File: config.mk
export PLATFORM = sky130hd
export DESIGN_NAME = timebase_gen
export DESIGN_NICKNAME = d
export VERILOG_FILES = /design/src/rtl/timebase_pkg.sv /design/src/rtl/tick_div.sv /design/src/rtl/timebase_gen.sv
export SDC_FILE = /design/constraint.sdc
export NUM_CORES = 1
export LEC_CHECK = 0
export ABC_AREA = 1
export ABC_CLOCK_PERIOD_IN_PS = 1800
export CORE_MARGIN = 2
export CORE_UTILIZATION = 42
export CTS_CLUSTER_DIAMETER = 100
export CTS_CLUSTER_SIZE = 40
export DETAILED_ROUTE_END_ITERATION = 6
export GPL_ROUTABILITY_DRIVEN = 0
export SYNTH_ARGS = -nofsm -noshare
export SYNTH_HDL_FRONTEND = slang
export SYNTH_SLANG_ARGS = --single-unit
File: constraint.sdc
create_clock -name clk_100Mhz -period 1.8 [get_ports clk_100Mhz]
set_input_delay 0.18 -clock clk_100Mhz [delete_from_list [all_inputs] [get_ports clk_100Mhz]]
set_output_delay 0.18 -clock clk_100Mhz [all_outputs]
set_load 0.02 [all_outputs]
File: src/rtl/timebase_pkg.sv
// Shared constants and elaboration-time helpers for the digital-clock timebase.
// Divider ratios are derived from the board clock and the wanted tick rates;
// the fast-forward divider only matters when TIMEBASE_FAST_EN is defined.
package timebase_pkg;

    // Seconds in one minute; o_sec wraps from SEC_PER_MIN-1 back to zero.
    localparam int SEC_PER_MIN = 32'sd60;

    // Width of the seconds-of-minute output.
    localparam int SEC_W = 32'sd6;

    // Cycles per seconds tick; zero flags an unusable tick rate.
    function automatic int calc_div(input int clk_hz, input int tick_hz);
        if (tick_hz > 32'sd0) begin
            return clk_hz / tick_hz;
        end else begin
            return 32'sd0;
        end
    endfunction

    // Cycles per display-scan tick; zero flags an unusable scan rate.
    function automatic int calc_scan_div(input int clk_hz, input int scan_hz);
        if (scan_hz > 32'sd0) begin
            return clk_hz / scan_hz;
        end else begin
            return 32'sd0;
        end
    endfunction

    // Cycles per seconds tick while fast-forwarding.
    function automatic int calc_fast_div(input int div, input int fast_mult);
        if (fast_mult > 32'sd0) begin
            return div / fast_mult;
        end else begin
            return 32'sd0;
        end
    endfunction

    // Counter width for a modulus n, never narrower than one bit.
    function automatic int cnt_width(input int n);
        if (n > 32'sd2) begin
            return $clog2(n);
        end else begin
            return 32'sd1;
        end
    endfunction

endpackage : timebase_pkg

File: src/rtl/tick_div.sv
// Generic clock-enable divider: o_tick pulses for one cycle every `div`
// enabled cycles. `div` is a runtime value so one counter can serve any
// rate; the >= terminal compare keeps it from overrunning if `div` shrinks
// mid-period.
module tick_div #(
    parameter int W = 4
) (
    input  logic         clk_100Mhz,
    input  logic         rst_n,
    input  logic         en,
    input  logic         clr,
    input  logic [W-1:0] div,
    output logic         o_tick
);

    logic [W-1:0] cnt_r;
    logic [W-1:0] cnt_s;
    logic         tick_s;
    logic         term_s;

    // Next counter value and tick pulse; clear wins over enable.
    always_comb begin
        cnt_s  = cnt_r;
        tick_s = 1'b0;
        term_s = (cnt_r >= (div - W'(1)));
        if (clr) begin
            cnt_s  = '0;
            tick_s = 1'b0;
        end else if (en) begin
            if (term_s) begin
                cnt_s  = '0;
                tick_s = 1'b1;
            end else begin
                cnt_s  = cnt_r + W'(1);
                tick_s = 1'b0;
            end
        end else begin
            cnt_s  = cnt_r;
            tick_s = 1'b0;
        end
    end

    // Counter and registered tick output.
    always_ff @(posedge clk_100Mhz or negedge rst_n) begin
        if (!rst_n) begin
            cnt_r  <= '0;
            o_tick <= 1'b0;
        end else begin
            cnt_r  <= cnt_s;
            o_tick <= tick_s;
        end
    end

endmodule : tick_div

File: src/rtl/timebase_gen.sv
// Timebase for the seven-segment clock: seconds tick, 50% seconds square
// wave, seconds-of-minute count with minute tick, and a free-running scan tick.
// Optional feature macro: TIMEBASE_FAST_EN enables the i_fast fast-forward
// divider; without it i_fast is ignored and the seconds period is fixed.
module timebase_gen
    import timebase_pkg::*;
#(
    parameter int CLK_FREQ_HZ = 100_000_000,
    parameter int TICK_HZ     = 1,
    parameter int SCAN_HZ     = 1000,
    parameter int FAST_MULT   = 60
) (
    input  logic             clk_100Mhz,
    input  logic             rst_n,
    input  logic             i_run,
    input  logic             i_fast,
    input  logic             i_sync_clr,
    output logic             o_tick_1hz,
    output logic             o_clk_1hz,
    output logic [SEC_W-1:0] o_sec,
    output logic             o_min_tick,
    output logic             o_scan_tick
);

    localparam int DIV      = calc_div(CLK_FREQ_HZ, TICK_HZ);
    localparam int SCAN_DIV = calc_scan_div(CLK_FREQ_HZ, SCAN_HZ);
    localparam int FAST_DIV = calc_fast_div(DIV, FAST_MULT);
    localparam int CNT_W    = cnt_width(DIV);
    localparam int SCAN_W   = cnt_width(SCAN_DIV + 32'sd1);

    // Terminal and half-period compare values, stored as "minus one" so they
    // fit the $clog2(DIV)-wide counter even when DIV is a power of two.
    localparam logic [CNT_W-1:0] DIV_LAST       = CNT_W'(DIV - 32'sd1);
    localparam logic [CNT_W-1:0] DIV_HALF_LAST  = CNT_W'((DIV / 32'sd2) - 32'sd1);
    localparam logic [SEC_W-1:0] SEC_LAST       = SEC_W'(SEC_PER_MIN - 32'sd1);

    // Parameter legality, rejected at elaboration.
    if ((DIV % 32'sd2 != 32'sd0) || (DIV < 32'sd2)) begin : g_bad_div
        $error("timebase_gen: DIV must be even and at least 2");
    end
    if (SCAN_DIV < 32'sd2) begin : g_bad_scan_div
        $error("timebase_gen: SCAN_DIV must be at least 2");
    end

`ifdef TIMEBASE_FAST_EN
    localparam logic [CNT_W-1:0] FAST_LAST      = CNT_W'(FAST_DIV - 32'sd1);
    localparam logic [CNT_W-1:0] FAST_HALF_LAST = CNT_W'((FAST_DIV / 32'sd2) - 32'sd1);

    if ((FAST_MULT < 32'sd1) || (DIV % FAST_MULT != 32'sd0)) begin : g_bad_fast_mult
        $error("timebase_gen: DIV must be divisible by FAST_MULT");
    end
    if ((FAST_DIV % 32'sd2 != 32'sd0) || (FAST_DIV < 32'sd2)) begin : g_bad_fast_div
        $error("timebase_gen: FAST_DIV must be even and at least 2");
    end
`endif

    logic [CNT_W-1:0] sec_cnt_r;
    logic [CNT_W-1:0] sec_cnt_s;
    logic             clk_1hz_r;
    logic             clk_1hz_s;
    logic             tick_r;
    logic             tick_s;
    logic             min_tick_r;
    logic             min_tick_s;
    logic [SEC_W-1:0] sec_r;
    logic [SEC_W-1:0] sec_s;
    logic [CNT_W-1:0] last_s;
    logic [CNT_W-1:0] half_last_s;
    logic             term_s;

`ifdef TIMEBASE_FAST_EN
    // Active period selection; >= lets a switch to the shorter period end
    // the current period on the next edge instead of overrunning.
    always_comb begin
        if (i_fast) begin
            last_s      = FAST_LAST;
            half_last_s = FAST_HALF_LAST;
        end else begin
            last_s      = DIV_LAST;
            half_last_s = DIV_HALF_LAST;
        end
        term_s = (sec_cnt_r >= last_s);
    end
`else
    logic unused_fast_s;
    assign unused_fast_s = i_fast;

    // Fixed period: the counter can never pass DIV-1, so equality suffices.
    always_comb begin
        last_s      = DIV_LAST;
        half_last_s = DIV_HALF_LAST;
        term_s      = (sec_cnt_r == last_s);
    end
`endif

    // Seconds channel next state: clear beats pause beats counting.
    always_comb begin
        sec_cnt_s  = sec_cnt_r;
        clk_1hz_s  = clk_1hz_r;
        tick_s     = 1'b0;
        min_tick_s = 1'b0;
        sec_s      = sec_r;
        if (i_sync_clr) begin
            sec_cnt_s = '0;
            clk_1hz_s = 1'b0;
        end else if (!i_run) begin
            sec_cnt_s = sec_cnt_r;
            clk_1hz_s = clk_1hz_r;
        end else if (term_s) begin
            sec_cnt_s = '0;
            clk_1hz_s = 1'b0;
            tick_s    = 1'b1;
            if (sec_r >= SEC_LAST) begin
                sec_s      = '0;
                min_tick_s = 1'b1;
            end else begin
                sec_s      = sec_r + SEC_W'(1);
                min_tick_s = 1'b0;
            end
        end else begin
            sec_cnt_s = sec_cnt_r + CNT_W'(1);
            if (sec_cnt_r == half_last_s) begin
                clk_1hz_s = 1'b1;
            end else begin
                clk_1hz_s = clk_1hz_r;
            end
        end
    end

    // Seconds channel state and registered outputs.
    always_ff @(posedge clk_100Mhz or negedge rst_n) begin
        if (!rst_n) begin
            sec_cnt_r  <= '0;
            clk_1hz_r  <= 1'b0;
            tick_r     <= 1'b0;
            min_tick_r <= 1'b0;
            sec_r      <= '0;
        end else begin
            sec_cnt_r  <= sec_cnt_s;
            clk_1hz_r  <= clk_1hz_s;
            tick_r     <= tick_s;
            min_tick_r <= min_tick_s;
            sec_r      <= sec_s;
        end
    end

    assign o_tick_1hz = tick_r;
    assign o_clk_1hz  = clk_1hz_r;
    assign o_min_tick = min_tick_r;
    assign o_sec      = sec_r;

    // Display scan: free-running, independent of run/fast/clear.
    tick_div #(
        .W (SCAN_W)
    ) u_scan_div (
        .clk_100Mhz (clk_100Mhz),
        .rst_n      (rst_n),
        .en         (1'b1),
        .clr        (1'b0),
        .div        (SCAN_W'(SCAN_DIV)),
        .o_tick     (o_scan_tick)
    );

endmodule : timebase_gen

==> impl_metrics.json <==
{
  "timing_hold_violations_final": 0,
  "yosys.area.top_type": "sky130_fd_sc_hd__dfrtp_1",
  "port-buffer-count": 13,
  "worst-r2r-setup-slack_ns": 0.13,
  "slew_headroom_pct": 68.72,
  "period_needed_ns": 1.672,
  "first_pass_grt_wire_length_mm": 12.16,
  "start_util_pct": 43.58,
  "setup_tns_ns": 0,
  "mapped_avg_cell_area_um2": 7.158,
  "via_per_inst": 4.806,
  "syn_inst_count": 444,
  "synth.top_cell.area_share_pct": 42.52,
  "async_reset_ff_share_pct": 100.0,
  "worst-endpoint-arrival_ns": 1.88,
  "critPathLaunchType": "register",
  "preCtsSetupSlack_ns": 0.07021,
  "finalWirelength_mm": 6.884,
  "tritoncts": "yes",
  "power_density_nw_per_um2": 574.1,
  "setup.worst_path.end_class": "register",
  "synth_edf_count": 0,
  "cts-buffers-inserted": 5,
  "die_w_um": 90.99,
  "synth.top_cells.by_count": "sky130_fd_sc_hd__nand2_1 (112), sky130_fd_sc_hd__nor2_1 (101), sky130_fd_sc_hd__inv_1 (57)",
  "max_freq_ghz": 0.5980,
  "final.period_utilization_pct": 92.90,
  "syn_nets": 452,
  "drc_violation_count_after_routing": 0,
  "first_global_vias": 2688,
  "h-tree-depth": 2,
  "finalWorstSetupSlack_ns": 0.1277,
  "cts_root_buf": "sky130_fd_sc_hd__clkbuf_8",
  "criticalPathCategory": "reg -> reg",
  "initial_antenna_violation_count": 0,
  "cts_max_path_buffers": 2,
  "grt_max_degree": 21,
  "layout-drive-gt1-share_pct": 9.853,
  "power_leakage_nw": 1.656,
  "area.growth.synth_to_final_pct": 13.62,
  "clk_transition_reported_paths_ns": 0.09,
  "via_count": 2768,
  "globalRoute.totalOverflow": 0,
  "final.setup_skew_ns": 0.004567,
  "rsz_0062_raised_after_global_routing": "no",
  "design.core.area_um2": 7292,
  "source_to_sink_clock_delay_at_the_later_pin_of_the_worst_skew_pair_ns": 0.31,
  "reg2regPathDepth": 11,
  "synth_area_um2": 3178,
  "placedInstanceArea_um2": 3488,
  "hpwl_mm": 5.346,
  "grt_util_all_layers_pct": 18.04,
  "die_area_um2": 8278,
  "synth_flop_cell": "sky130_fd_sc_hd__dfrtp_1",
  "fillers": 751,
  "antenna_violating_nets_post_route": 0,
  "yosys.cell_types.count": 25,
  "finalSetupViolCount": 0,
  "design_area_um2": 3611,
  "antenna-diode-count": 0,
  "ir_worst_vdd_mv": 0.2715,
  "routed_length_per_instance_um": 11.95,
  "clock-sinks": 54,
  "drtIter0Drc": 139,
  "finalMaxSlewViolations": 0,
  "placementRows": 31,
  "worst_pin_slew_ns": 0.4648,
  "required_ns": 2.01,
  "yosys_register_bits": 54,
  "result_of_the_run": "finished clean",
  "yosysSeqAreaShare_pct": 42.52,
  "pin_count": 15,
  "chipHeight_um": 90.99,
  "post-synth-top-count-cell": "sky130_fd_sc_hd__nand2_1",
  "worst_hold_path_type": "in -> async",
  "drt_pre_antenna_iters": 4,
  "crit_fanout": 12,
  "cap_violations": 0,
  "final_nets": 485,
  "synth_warnings": 0,
  "synthTopCellsByArea": "sky130_fd_sc_hd__dfrtp_1 (43%), sky130_fd_sc_hd__nand2_1 (13%), sky130_fd_sc_hd__nor2_1 (12%)",
  "design_power_total_w": 0.002073
}
logic make-up after synthesis:
group / count (synthesis) / share of synthesized area [%]
AND/OR/NAND/NOR: 287 / 38.66
XOR/XNOR: 26 / 7.165
AO/OA/AOI/OAI: 8 / 1.378
flip-flops: 54 / 42.52
adder cells (fa/ha/maj): 3 / 1.181
buffers and inverters: 66 / 9.095
report_power, final:
| group | leakage [nW] | switching, W | internal, W |
|---|---|---|---|
| Combinational | 0.885 | 0.0000915 | 0.0000620 |
| Sequential | 0.727 | 0.0000214 | 0.00123 |
| Clock | 0.0444 | 0.000396 | 0.000270 |
metal layers:
layer | vias up | share of wire, % | track usage (%)
met1 | 1274 | 50 | 25.59
met3 | 13 | 4.7 | 3.734
met2 | 57 | 44 | 27.59
li1 | 1424 | - | -
met5 | - | 0 | 0
met4 | 0 | 1.6 | 5.934
path summary, 6_finish.rpt:
kind                                        to           startpoint
max in group asynchronous  u_scan_div.cnt_r[2]                rst_n
min in group clk_100Mhz    u_scan_div.cnt_r[0]  u_scan_div.cnt_r[0]
max                               sec_cnt_r[2]         sec_cnt_r[0]
min                              sec_cnt_r[19]                rst_n
min reg2reg                u_scan_div.cnt_r[0]  u_scan_div.cnt_r[0]
max reg2reg                       sec_cnt_r[2]         sec_cnt_r[0]
layout by cell type (no fill, tap or decap), types with 2 or more instances in the layout:
cell and n:
sky130_fd_sc_hd__buf_4 17, sky130_fd_sc_hd__nor3_1 13, sky130_fd_sc_hd__nand2_1 112, sky130_fd_sc_hd__dfrtp_1 54, sky130_fd_sc_hd__xor2_1 20, sky130_fd_sc_hd__inv_1 57
sky130_fd_sc_hd__nand4_1 11, sky130_fd_sc_hd__clkbuf_8 5, sky130_fd_sc_hd__ha_1 3, sky130_fd_sc_hd__nor2_2 11, sky130_fd_sc_hd__xnor2_1 6, sky130_fd_sc_hd__nand3_2 3
sky130_fd_sc_hd__inv_2 2, sky130_fd_sc_hd__nand3_1 28, sky130_fd_sc_hd__nand2_2 2, sky130_fd_sc_hd__clkdlybuf4s50_1 12, sky130_fd_sc_hd__nor2_1 101, sky130_fd_sc_hd__o21ai_0 6
through the flow:
stage	hold slack [ns]	utilization, %	instances
2_1_floorplan	-0.1156	-	444
3_3_place_gp	0.1576	47.84	565
3_5_place_dp	0.1573	47.84	565
4_1_cts	0.3459	49.11	573
5_1_grt	0.3683	49.52	576
6_report	0.3378	49.52	576
registers in the layout (all words and copies together), names as in the netlist:
name and count:
u_scan_div.cnt_r 17, o_clk_1hz 1, o_sec 6, o_tick_1hz 1, o_min_tick 1, sec_cnt_r 27
u_scan_div.o_tick 1
critical path, stage by stage, from the launching register on:
cell and delay [ns]:
sky130_fd_sc_hd__dfrtp_1 0.41, sky130_fd_sc_hd__ha_1 0.17, sky130_fd_sc_hd__inv_1 0.08, sky130_fd_sc_hd__nor2_4 0.14, sky130_fd_sc_hd__nand2_2 0.09, sky130_fd_sc_hd__nor2_2 0.18, sky130_fd_sc_hd__nand2_1 0.07, sky130_fd_sc_hd__nand2_1 0.09
sky130_fd_sc_hd__nand2_2 0.10, sky130_fd_sc_hd__buf_12 0.16, sky130_fd_sc_hd__nand2_1 0.06, sky130_fd_sc_hd__nor2_1 0.04
cell type report:
| class | instances | area (um2) | share of cell area [%] |
|---|---|---|---|
| sequential | 54 | 1351 | 37.42 |
| inverter | 60 | 227.7 | 6.306 |
| clock inverter | 2 | 13.76 | 0.3812 |
| timing repair buffer | 32 | 282.8 | 7.831 |
| multi-input combinational | 324 | 1543 | 42.72 |
| tap | 99 | 123.9 | 3.430 |
| clock buffer | 5 | 68.82 | 1.906 |
what timing repair did:
action,in CTS,in global routing
setup endpoints to repair,0,22
hold buffers,1,0
endpoints found under the hold margin,18,0
resized for setup,0,2
setup buffers,0,3
No activity file was read; power rests on OpenSTA's default activity.
